--- src/rtl/div_seq_ctrl_pkg.sv ---
// Shared types and defaults for the sequential divide controller.
package div_seq_ctrl_pkg;

  localparam int unsigned DivDataW = 32;
  localparam int unsigned DivCntW  = 6;

  typedef enum logic [1:0] {
    StIdle = 2'd0,
    StIter = 2'd1,
    StFix  = 2'd2,
    StDone = 2'd3
  } div_state_e;

endpackage

--- src/rtl/div_seq_ctrl_if.sv ---
// Request/response bundle between EX-stage issue logic and the divide controller.
interface div_seq_ctrl_if
  import div_seq_ctrl_pkg::*;
#(
  parameter int unsigned DataW = DivDataW
);
  logic             flush;
  logic             in_valid;
  logic             in_ready;
  logic             is_unsigned;
  logic             use_mod;
  logic [DataW-1:0] src1;
  logic [DataW-1:0] src2;
  logic             out_valid;
  logic             out_ready;
  logic [DataW-1:0] result;
  logic             busy;

  modport master (
    output flush, in_valid, is_unsigned, use_mod, src1, src2, out_ready,
    input  in_ready, out_valid, result, busy
  );

  modport slave (
    input  flush, in_valid, is_unsigned, use_mod, src1, src2, out_ready,
    output in_ready, out_valid, result, busy
  );
endinterface

--- src/rtl/div_seq_ctrl_step.sv ---
// One combinational radix-2 restoring step: shift {rem,quo} left, subtract divisor if it fits.
module div_seq_ctrl_step #(
  parameter int unsigned DataW = 32
) (
  input  logic [DataW-1:0] rem_i,
  input  logic [DataW-1:0] quo_i,
  input  logic [DataW-1:0] dvs_i,
  output logic [DataW-1:0] rem_o,
  output logic [DataW-1:0] quo_o
);
  logic [DataW:0] shifted;
  logic [DataW:0] trial;
  logic           fits;
  logic           unused_trial_msb;

  always_comb begin
    shifted = {rem_i, quo_i[DataW-1]};
    trial   = shifted - {1'b0, dvs_i};
    fits    = (shifted >= {1'b0, dvs_i});
    // When the divisor fits the difference is below the divisor, so its top bit is always 0.
    rem_o   = fits ? trial[DataW-1:0] : shifted[DataW-1:0];
    quo_o   = {quo_i[DataW-2:0], fits};
  end

  assign unused_trial_msb = trial[DataW];

endmodule

--- src/rtl/div_seq_ctrl.sv ---
// Multi-cycle signed/unsigned divide/modulo sequencer (restoring, one quotient bit per cycle).
// Define DIV_EARLY_OUT_EN to skip leading-zero iterations of the dividend magnitude.
module div_seq_ctrl
  import div_seq_ctrl_pkg::*;
#(
  parameter int unsigned DataW = DivDataW,
  parameter int unsigned CntW  = DivCntW
) (
  input logic          clk_i,
  input logic          rst_ni,
  div_seq_ctrl_if.slave bus
);
  div_state_e       state_q, state_d;
  logic [CntW-1:0]  cnt_q, cnt_d;
  logic [DataW-1:0] rem_q, rem_d;
  logic [DataW-1:0] quo_q, quo_d;
  logic [DataW-1:0] dvs_q, dvs_d;
  logic [DataW-1:0] result_q, result_d;
  logic             q_neg_q, q_neg_d;
  logic             r_neg_q, r_neg_d;
  logic             mod_q, mod_d;

  logic [DataW-1:0] a_abs, b_abs, quo_init, rem_step, quo_step;
  logic [CntW-1:0]  cnt_init;
  logic             accept;

  div_seq_ctrl_step #(.DataW(DataW)) u_step (
    .rem_i (rem_q),
    .quo_i (quo_q),
    .dvs_i (dvs_q),
    .rem_o (rem_step),
    .quo_o (quo_step)
  );

  always_comb begin
    a_abs = (!bus.is_unsigned && bus.src1[DataW-1]) ? -bus.src1 : bus.src1;
    b_abs = (!bus.is_unsigned && bus.src2[DataW-1]) ? -bus.src2 : bus.src2;
  end

`ifdef DIV_EARLY_OUT_EN
  logic [CntW-1:0] lz;
  logic            lz_found;

  always_comb begin
    lz       = '0;
    lz_found = 1'b0;
    for (int i = DataW - 1; i >= 0; i--) begin
      if (!lz_found) begin
        if (a_abs[i]) lz_found = 1'b1;
        else          lz = lz + CntW'(1);
      end
    end
    // A zero dividend still runs one step so the FIX/DONE path stays uniform.
    cnt_init = CntW'(DataW) - lz;
    if (cnt_init == '0) cnt_init = CntW'(1);
    quo_init = a_abs << lz;
  end
`else
  always_comb begin
    cnt_init = CntW'(DataW);
    quo_init = a_abs;
  end
`endif

  assign accept = bus.in_valid && !bus.flush && (state_q == StIdle);

  always_comb begin
    state_d  = state_q;
    cnt_d    = cnt_q;
    rem_d    = rem_q;
    quo_d    = quo_q;
    dvs_d    = dvs_q;
    result_d = result_q;
    q_neg_d  = q_neg_q;
    r_neg_d  = r_neg_q;
    mod_d    = mod_q;

    unique case (state_q)
      StIdle: begin
        if (accept) begin
          q_neg_d = !bus.is_unsigned && (bus.src1[DataW-1] ^ bus.src2[DataW-1]);
          r_neg_d = !bus.is_unsigned && bus.src1[DataW-1];
          mod_d   = bus.use_mod;
          if (bus.src2 == '0) begin
            result_d = bus.use_mod ? bus.src1 : {DataW{1'b1}};
            state_d  = StDone;
          end else begin
            dvs_d   = b_abs;
            rem_d   = '0;
            quo_d   = quo_init;
            cnt_d   = cnt_init;
            state_d = StIter;
          end
        end
      end
      StIter: begin
        rem_d = rem_step;
        quo_d = quo_step;
        cnt_d = cnt_q - CntW'(1);
        if (cnt_q == CntW'(1)) state_d = StFix;
      end
      StFix: begin
        result_d = mod_q ? (r_neg_q ? -rem_q : rem_q) : (q_neg_q ? -quo_q : quo_q);
        state_d  = StDone;
      end
      StDone: begin
        if (bus.out_ready) state_d = StIdle;
      end
      default: state_d = StIdle;
    endcase

    if (bus.flush) begin
      state_d  = StIdle;
      result_d = '0;
    end
  end

  always_ff @(posedge clk_i or negedge rst_ni) begin
    if (!rst_ni) begin
      state_q  <= StIdle;
      cnt_q    <= '0;
      rem_q    <= '0;
      quo_q    <= '0;
      dvs_q    <= '0;
      result_q <= '0;
      q_neg_q  <= 1'b0;
      r_neg_q  <= 1'b0;
      mod_q    <= 1'b0;
    end else begin
      state_q  <= state_d;
      cnt_q    <= cnt_d;
      rem_q    <= rem_d;
      quo_q    <= quo_d;
      dvs_q    <= dvs_d;
      result_q <= result_d;
      q_neg_q  <= q_neg_d;
      r_neg_q  <= r_neg_d;
      mod_q    <= mod_d;
    end
  end

  assign bus.in_ready  = (state_q == StIdle);
  assign bus.busy      = (state_q != StIdle);
  assign bus.out_valid = (state_q == StDone);
  assign bus.result    = result_q;

endmodule

--- src/flat_wrapper.sv ---
// flat-port wrapper written by rule: the top's interface ports become plain ports
module div_seq_ctrl_flat import div_seq_ctrl_pkg::*;
#(
  parameter int unsigned DataW = DivDataW,
  parameter int unsigned CntW  = DivCntW
)
  (clk_i, rst_ni, bus_flush, bus_in_valid, bus_is_unsigned, bus_use_mod, bus_src1, bus_src2, bus_out_ready, bus_in_ready, bus_out_valid, bus_result, bus_busy);
  div_seq_ctrl_if #(.DataW(DataW)) bus_i ();
  input logic clk_i;
  input logic rst_ni;
  input wire logic [$bits(bus_i.flush)-1:0] bus_flush;
  input wire logic [$bits(bus_i.in_valid)-1:0] bus_in_valid;
  input wire logic [$bits(bus_i.is_unsigned)-1:0] bus_is_unsigned;
  input wire logic [$bits(bus_i.use_mod)-1:0] bus_use_mod;
  input wire logic [$bits(bus_i.src1)-1:0] bus_src1;
  input wire logic [$bits(bus_i.src2)-1:0] bus_src2;
  input wire logic [$bits(bus_i.out_ready)-1:0] bus_out_ready;
  output wire logic [$bits(bus_i.in_ready)-1:0] bus_in_ready;
  output wire logic [$bits(bus_i.out_valid)-1:0] bus_out_valid;
  output wire logic [$bits(bus_i.result)-1:0] bus_result;
  output wire logic [$bits(bus_i.busy)-1:0] bus_busy;
  assign bus_i.flush = bus_flush;
  assign bus_i.in_valid = bus_in_valid;
  assign bus_i.is_unsigned = bus_is_unsigned;
  assign bus_i.use_mod = bus_use_mod;
  assign bus_i.src1 = bus_src1;
  assign bus_i.src2 = bus_src2;
  assign bus_i.out_ready = bus_out_ready;
  assign bus_in_ready = bus_i.in_ready;
  assign bus_out_valid = bus_i.out_valid;
  assign bus_result = bus_i.result;
  assign bus_busy = bus_i.busy;
  div_seq_ctrl #(.DataW(DataW), .CntW(CntW)) u_core (.clk_i(clk_i), .rst_ni(rst_ni), .bus(bus_i));
endmodule
--- config.mk ---
export PLATFORM = sky130hd
export DESIGN_NAME = div_seq_ctrl_flat
export DESIGN_NICKNAME = d
export VERILOG_FILES = /design/src/rtl/div_seq_ctrl_pkg.sv /design/src/rtl/div_seq_ctrl_if.sv /design/src/rtl/div_seq_ctrl_step.sv /design/src/rtl/div_seq_ctrl.sv /design/src/flat_wrapper.sv
export SDC_FILE = /design/constraint.sdc
export NUM_CORES = 1
export LEC_CHECK = 0
export CORE_ASPECT_RATIO = 0.75
export CORE_MARGIN = 2
export CORE_UTILIZATION = 54
export DETAILED_ROUTE_END_ITERATION = 10
export PLACE_DENSITY = 0.78
export SLEW_MARGIN = 20
export SYNTH_ARGS = -nofsm -noshare
export SYNTH_HDL_FRONTEND = slang
export SYNTH_HIERARCHICAL = 1
export SYNTH_SLANG_ARGS = --single-unit
export TNS_END_PERCENT = 5
--- constraint.sdc ---
create_clock -name clk_i -period 2.8 [get_ports clk_i]
set_input_delay 0.28 -clock clk_i [delete_from_list [all_inputs] [get_ports clk_i]]
set_output_delay 0.28 -clock clk_i [all_outputs]
set_load 0.03 [all_outputs]
==> flow_summary.json, run 1 <==
{
  "die_x_um": 175,
  "wl_met3_mm": 4.83,
  "cp-end-kind": "flop",
  "final_core_utilization": 0.742,
  "yosysWarnings": 6,
  "syn_nets": 1573,
  "grt_use_total": 0.354,
  "cts_buffers": 17,
  "async_flop_share": 1.00,
  "finalHoldViolCount": 0,
  "ant_nets": 0,
  "cts.reportedPaths.clkPinSlew_ps": 70,
  "io_pins": 106,
  "cts_tree": "built",
  "synth_adder_area_share": 0.0461,
  "setup_ws_ps": -239,
  "final.min_clock_period_ps": 3040,
  "synth_area_mm2": 0.0118,
  "vias": 12600,
  "ys_seq_area_frac": 0.294,
  "root_buffer": "clkbuf_16",
  "fmax_mhz": 329,
  "skew_ps": 10.3,
  "worstSetupPathType": "flop to flop",
  "highest_layer": "met4",
  "tightest_slew_ps": 597,
  "path_cells": "inv_1, ha_1, a21o_1, a211o_1, a31oi_1, a21boi_0, o21a_4, buf_4, mux2i_1, nand2_1, o21ai_1",
  "place_area_mm2": 0.0146,
  "die_height_um": 132,
  "start_kind": "flop",
  "final_nets": 1835,
  "core_area_mm2": 0.0213,
  "irDropWorstVdd_uv": 720,
  "dieArea_mm2": 0.0231,
  "synth_xor_area_frac": 0.0903,
  "critPathSlowestCell": "dfrtp_1",
  "critPathTopFamily": "compound AO/OA/AOI/OAI gates",
  "dr.pass1.iters": 5,
  "clock_latency_ps": 450,
  "rr_worst_depth": 11,
  "h-tree-depth": 4,
  "cp.required_ps": 3170,
  "relSlewSlack": 0.602,
  "crit_fanout": 3,
  "rsz0062_at_grt": "yes",
  "max_cap_viol_count": 0,
  "antenna_found_initial": 1,
  "outcome": "finished with violations",
  "synth_edf_count": 0,
  "grt_pass1_vias": 11900,
  "fin_area_mm2": 0.0158,
  "yosysUniqueCellTypes": 91,
  "ys_ff_latch": 139,
  "critPathMaxStageDelay_ps": 390,
  "via_per_inst": 6.25,
  "synthMuxAreaShare": 0.0621,
  "cts.sinks": 139,
  "drt-total-wl_mm": 41.8,
  "port_buffers": 105,
  "violations": "negative setup slack",
  "whs_ps": 389,
  "cp.depth": 11,
  "min_path_type": "input pin to asynchronous set/reset pin",
  "syn_avg_cell_area_um2": 8.11,
  "wl_met2_mm": 18.0,
  "rows": 46,
  "critPathArrivalTime_ps": 3410,
  "grt_pass1_wl_mm": 64.7,
  "wire_per_inst_um": 20.7,
  "setup_violations": 36,
  "syn_inst": 1459,
  "tns_ps": -5690,
  "finalCritPeriodShare": 1.09,
  "antennaDiodeCount": 0,
  "cts_buffer_depth": 2,
  "synth_compound_gate_area_share": 0.232,
  "post-place-ws_ps": -243,
  "place_congestion": 1.03,
  "synth_top_family_by_area": "compound AO/OA/AOI/OAI gates",
  "syn2layout_area_growth_pct": 33.4,
  "grt.overflow.total": 0,
  "drv_slew": 0,
  "p_leak_nw": 6.97,
  "dpl.hpwl_mm": 31.0,
  "grt_max_degree": 65,
  "ys.flop_type": "dfrtp_1",
  "m1WireLength_mm": 18.1,
  "pwr_density_cell_mw_per_mm2": 1140,
  "drc": 0,
  "critPathBufInv": 2,
  "drt-initial-drc-count": 1528,
  "synth-simple-area-share": 0.203,
  "initial_core_util": 0.556,
  "drive_gt1_frac": 0.249
}
## synthesized netlist by cell type (all sizes together) (30+ instances only)
cell type,n,area (µm²)
o21ai,150,754
ha,42,526
inv,62,233
mux2,37,454
nor3,30,150
xnor2,74,648
o31ai,40,305
nor2,82,308
buf,51,358
a21oi,75,379
nand3,30,150
dfrtp,139,3480
clkbuf,70,263
xor2,48,420
nand2,202,758
## registers in the layout, summed over array words and instances, names as in the netlist
name,cells
u_core/mod_q,1
u_core/bus.result,32
u_core/dvs_q,32
u_core/q_neg_q,1
u_core/state_q,2
u_core/quo_q,32
u_core/cnt_q,6
u_core/rem_q,32
u_core/r_neg_q,1
## cell families (layout without fill, tap and decap cells)
logic type      count (synthesis)  after routing
compound gates                419            419
fa+ha+maj                      43             43
simple gates                  488            488
xor+xnor                      122            122
flops                         139            139
buf+inv                       183            458
mux                            65             65
## per-stage QoR
stage               instances  power (W)
floorplan                1459     0.0103
detailed placement       1979     0.0141
CTS                      2014     0.0168
global placement         1979     0.0138
global route             2022     0.0191
finish                   2022     0.0181
## power breakdown
part           internal, W  switching [W]
registers          0.00269       0.000662
clock network      0.00134       0.000999
logic              0.00564        0.00673
total              0.00967        0.00839
## what timing repair did
item | CTS | global route
endpoints found under the setup margin | 44 | 48
pin swaps | 6 | 30
gates cloned | 0 | 3
buffers inserted | 2 | 5
gates resized for setup | 27 | 106
hold buffers | 1 | 0
hold endpoints to repair | 58 | 0
## layer usage
layer  vias to the layer above  GRT usage
met1                      6057      0.511
met3                        78     0.0908
li1                       5785          -
met4                         0      0.104
met5                         -          0
met2                       715      0.523
## worst paths after layout
| path | end | start | slack, ps |
|---|---|---|---|
| setup / recovery | u_core/rem_q[1] | u_core/dvs_q[30] | -240 |
| hold / removal | u_core/rem_q[27] | rst_ni | 390 |
| setup reg to reg | u_core/rem_q[1] | u_core/dvs_q[30] | -240 |
| hold reg to reg | u_core/dvs_q[26] | u_core/dvs_q[26] | 480 |
| max in group asynchronous | u_core/rem_q[1] | rst_ni | 1750 |
| min in group clk_i | u_core/dvs_q[26] | u_core/dvs_q[26] | 480 |
## cell type report
type | instances | area, µm²
multi-input cells | 1137 | 7950
fillers | 1614 | 5500
flip-flops and latches | 139 | 3480
repair buffers | 364 | 3180
clock buffers | 18 | 439
well taps | 288 | 360
inverters | 62 | 240
clock inverters | 14 | 145
## cell usage in the layout, fill, tap and decap left out, types with 8 or more instances in the layout
| master | Yosys | final |
|---|---|---|
| buf_4 | 32 | 242 |
| nand2_1 | 202 | 186 |
| dfrtp_1 | 139 | 137 |
| o21ai_0 | 142 | 108 |
| clkdlybuf4s50_1 | 0 | 104 |
| nor2_1 | 82 | 82 |
| xnor2_1 | 74 | 74 |
| a21oi_1 | 74 | 73 |
| inv_1 | 61 | 58 |
| xor2_1 | 48 | 48 |
| o31ai_1 | 39 | 36 |
| o21ai_1 | 7 | 33 |
| ha_1 | 42 | 31 |
| nor3_1 | 30 | 29 |
| nand3_1 | 30 | 29 |
| mux2i_1 | 28 | 28 |
| mux2_4 | 10 | 27 |
| or4_1 | 23 | 20 |
| clkbuf_16 | 0 | 19 |
| nor4_1 | 19 | 18 |
| o211ai_1 | 17 | 17 |
| or3_1 | 17 | 16 |
| nand4_1 | 16 | 16 |
| nand2_2 | 0 | 16 |
| nand2b_1 | 14 | 14 |
| o41ai_1 | 19 | 14 |
| a31oi_1 | 11 | 10 |
| a21o_1 | 10 | 10 |
| buf_12 | 1 | 10 |
| a211oi_1 | 12 | 9 |
| ha_4 | 0 | 9 |
| or4_4 | 5 | 8 |
| and3_1 | 8 | 8 |
| mux2_2 | 25 | 8 |
| o21ai_2 | 1 | 8 |
## worst register-to-register path, cell delays in order (launching register included)
cell	delay [ps]
dfrtp_1	390
inv_1	200
ha_1	300
a21o_1	210
a211o_1	320
a31oi_1	210
a21boi_0	360
o21a_4	230
buf_4	180
mux2i_1	310
nand2_1	110
o21ai_1	140
No activity file was read; power rests on OpenSTA's default activity.
==> run 2, diff against run 1 <==
Settings changed: CTS_CLUSTER_DIAMETER from default to 40.
==> results of run 2 <==
Final layout, timing and power as in run 1 (identical DEF).
==> run 3, diff against run 2 <==
Settings changed: SKIP_CTS_REPAIR_TIMING from default to 1.
==> run 3 against run 2 <==
The run still ends with negative setup slack left. Worst setup slack gained 23 ps. Clock power barely moved. Core utilization shrank 0.082 points. Via count is 0.68% higher. Count of clock-buffer cells in the layout stayed put. Register-to-register slack better by 20 ps. Hold slack about the same. Critical path depth is 3 higher. Largest cell class unchanged. Largest power group unchanged.
==> flow_summary.json, run 3 (synthesized netlist as in run 1, its figures left out) <==
{
  "outcome": "finished with violations",
  "violations": "negative setup slack",
  "io_pins": 106,
  "cp-end-kind": "flop",
  "drive_gt1_frac": 0.249,
  "final_nets": 1837,
  "h-tree-depth": 4,
  "worstSetupPathType": "flop to flop",
  "irDropWorstVdd_uv": 714,
  "cts_buffer_depth": 2,
  "pwr_density_cell_mw_per_mm2": 1140,
  "layout.cells.most_common": "buf_4",
  "port_buffers": 105,
  "start_kind": "flop",
  "dr.pass1.iters": 8,
  "setup_ws_ps": -216,
  "grt.overflow.total": 0,
  "wire_per_inst_um": 20.4,
  "place_congestion": 1.03,
  "min_path_type": "input pin to asynchronous set/reset pin",
  "finalHoldViolCount": 0,
  "die_height_um": 132,
  "skew_ps": 9.64,
  "cts_tree": "built",
  "place_area_mm2": 0.0146,
  "ant_nets": 0,
  "grt_pass1_wl_mm": 63.9,
  "root_buffer": "clkbuf_16",
  "tightest_slew_ps": 611,
  "max_cap_viol_count": 0,
  "rsz0062_at_grt": "yes",
  "relSlewSlack": 0.589,
  "drt-total-wl_mm": 41.4,
  "die_x_um": 175,
  "via_per_inst": 6.28,
  "clock_latency_ps": 450,
  "vias": 12700,
  "antenna_found_initial": 1,
  "drt-initial-drc-count": 1427,
  "stdcell_count": 2025,
  "r2r_setup_slack_ps": -220,
  "grt_use_total": 0.351,
  "grt_pass1_vias": 11800,
  "final.min_clock_period_ps": 3020,
  "finalCritPeriodShare": 1.08,
  "crit_fanout": 6,
  "dieArea_mm2": 0.0231,
  "grt_max_degree": 65,
  "layout_common_cells": "buf_4 (244), nand2_1 (189), dfrtp_1 (139)",
  "num-fill-cells": 1606,
  "initial_core_util": 0.556,
  "r2r-start": "u_core/rem_q[10]",
  "drv_slew": 0,
  "setup_violations": 37,
  "drc": 0,
  "cts_buffers": 17,
  "cts.sinks": 139,
  "cp.required_ps": 3130,
  "p_leak_nw": 6.97,
  "critPathArrivalTime_ps": 3350,
  "dpl.hpwl_mm": 31.0,
  "fin_area_mm2": 0.0158,
  "dp_cells": 1979,
  "r2r-end": "u_core/rem_q[3]",
  "fmax_mhz": 332,
  "core_area_mm2": 0.0213,
  "syn2layout_area_growth_pct": 33.3,
  "cts.reportedPaths.clkPinSlew_ps": 70,
  "rr_worst_depth": 14,
  "rows": 46
}
==> run 3: metrics by stage <==
step	power [W]	worst slack (ps)	hold slack, ps	setup TNS [ps]	utilization
4_1_cts	0.0166	-263	-161	-8070	0.714
6_report	0.0179	-216	389	-5220	0.741
2_1_floorplan	0.0103	-192	-15.6	-2800	-
3_5_place_dp	0.0141	-243	314	-18870	0.687
5_1_grt	0.0190	-344	455	-10250	0.741
3_3_place_gp	0.0138	-144	307	-8970	0.687
==> run 3: how the worst max path moves through the flow <==
stage | start | to | slack (ps) | depth (start not counted)
3_5_place_dp | u_core/rem_q[10] | u_core/rem_q[27] | -240 | 13
3_3_place_gp | u_core/rem_q[10] | u_core/rem_q[31] | -140 | 11
4_1_cts | u_core/rem_q[10] | u_core/rem_q[5] | -260 | 13
6_report | u_core/rem_q[10] | u_core/rem_q[3] | -220 | 14
2_1_floorplan | u_core/rem_q[9] | u_core/rem_q[25] | -190 | 15
5_1_grt | u_core/dvs_q[11] | u_core/rem_q[18] | -340 | 15
==> run 3: final cells by class <==
class                   instances  area, µm²  share of cell area
multi-input cells            1137       7920               0.502
clock buffers                  18        439              0.0278
well taps                     288        360              0.0228
clock inverters                14        145             0.00920
repair buffers                366       3190               0.202
inverters                      62        240              0.0152
flip-flops and latches        139       3480               0.220
diodes                          1       2.50            0.000159
==> run 3: routing by layer <==
layer,up-vias,track usage,routed length [µm],part of all wire
met4,0,0.0991,926,0.022
met2,769,0.514,17600,0.43
met5,-,0,0,0
met1,6073,0.508,18000,0.44
met3,86,0.0926,4840,0.12
li1,5793,-,-,-
==> run 3: critical path, stage by stage (launching register included) <==
cell and delay (ps):
dfrtp_1 420, ha_4 310, nand4_1 150, nor3_2 300, o211ai_1 160, nor4b_4 150
buf_4 160, o21ai_4 140, a31oi_4 110, o21a_4 250, inv_8 100, buf_6 150
mux2_2 350, nand2_1 60, o21ai_0 70
==> run 3: power by group <==
group	total (W)	switching, W	leakage, nW	internal (W)
Sequential	0.00335	0.000664	1.83	0.00269
Combinational	0.0123	0.00667	4.87	0.00558
Clock	0.00234	0.00100	0.279	0.00134
Total	0.0179	0.00833	6.97	0.00960
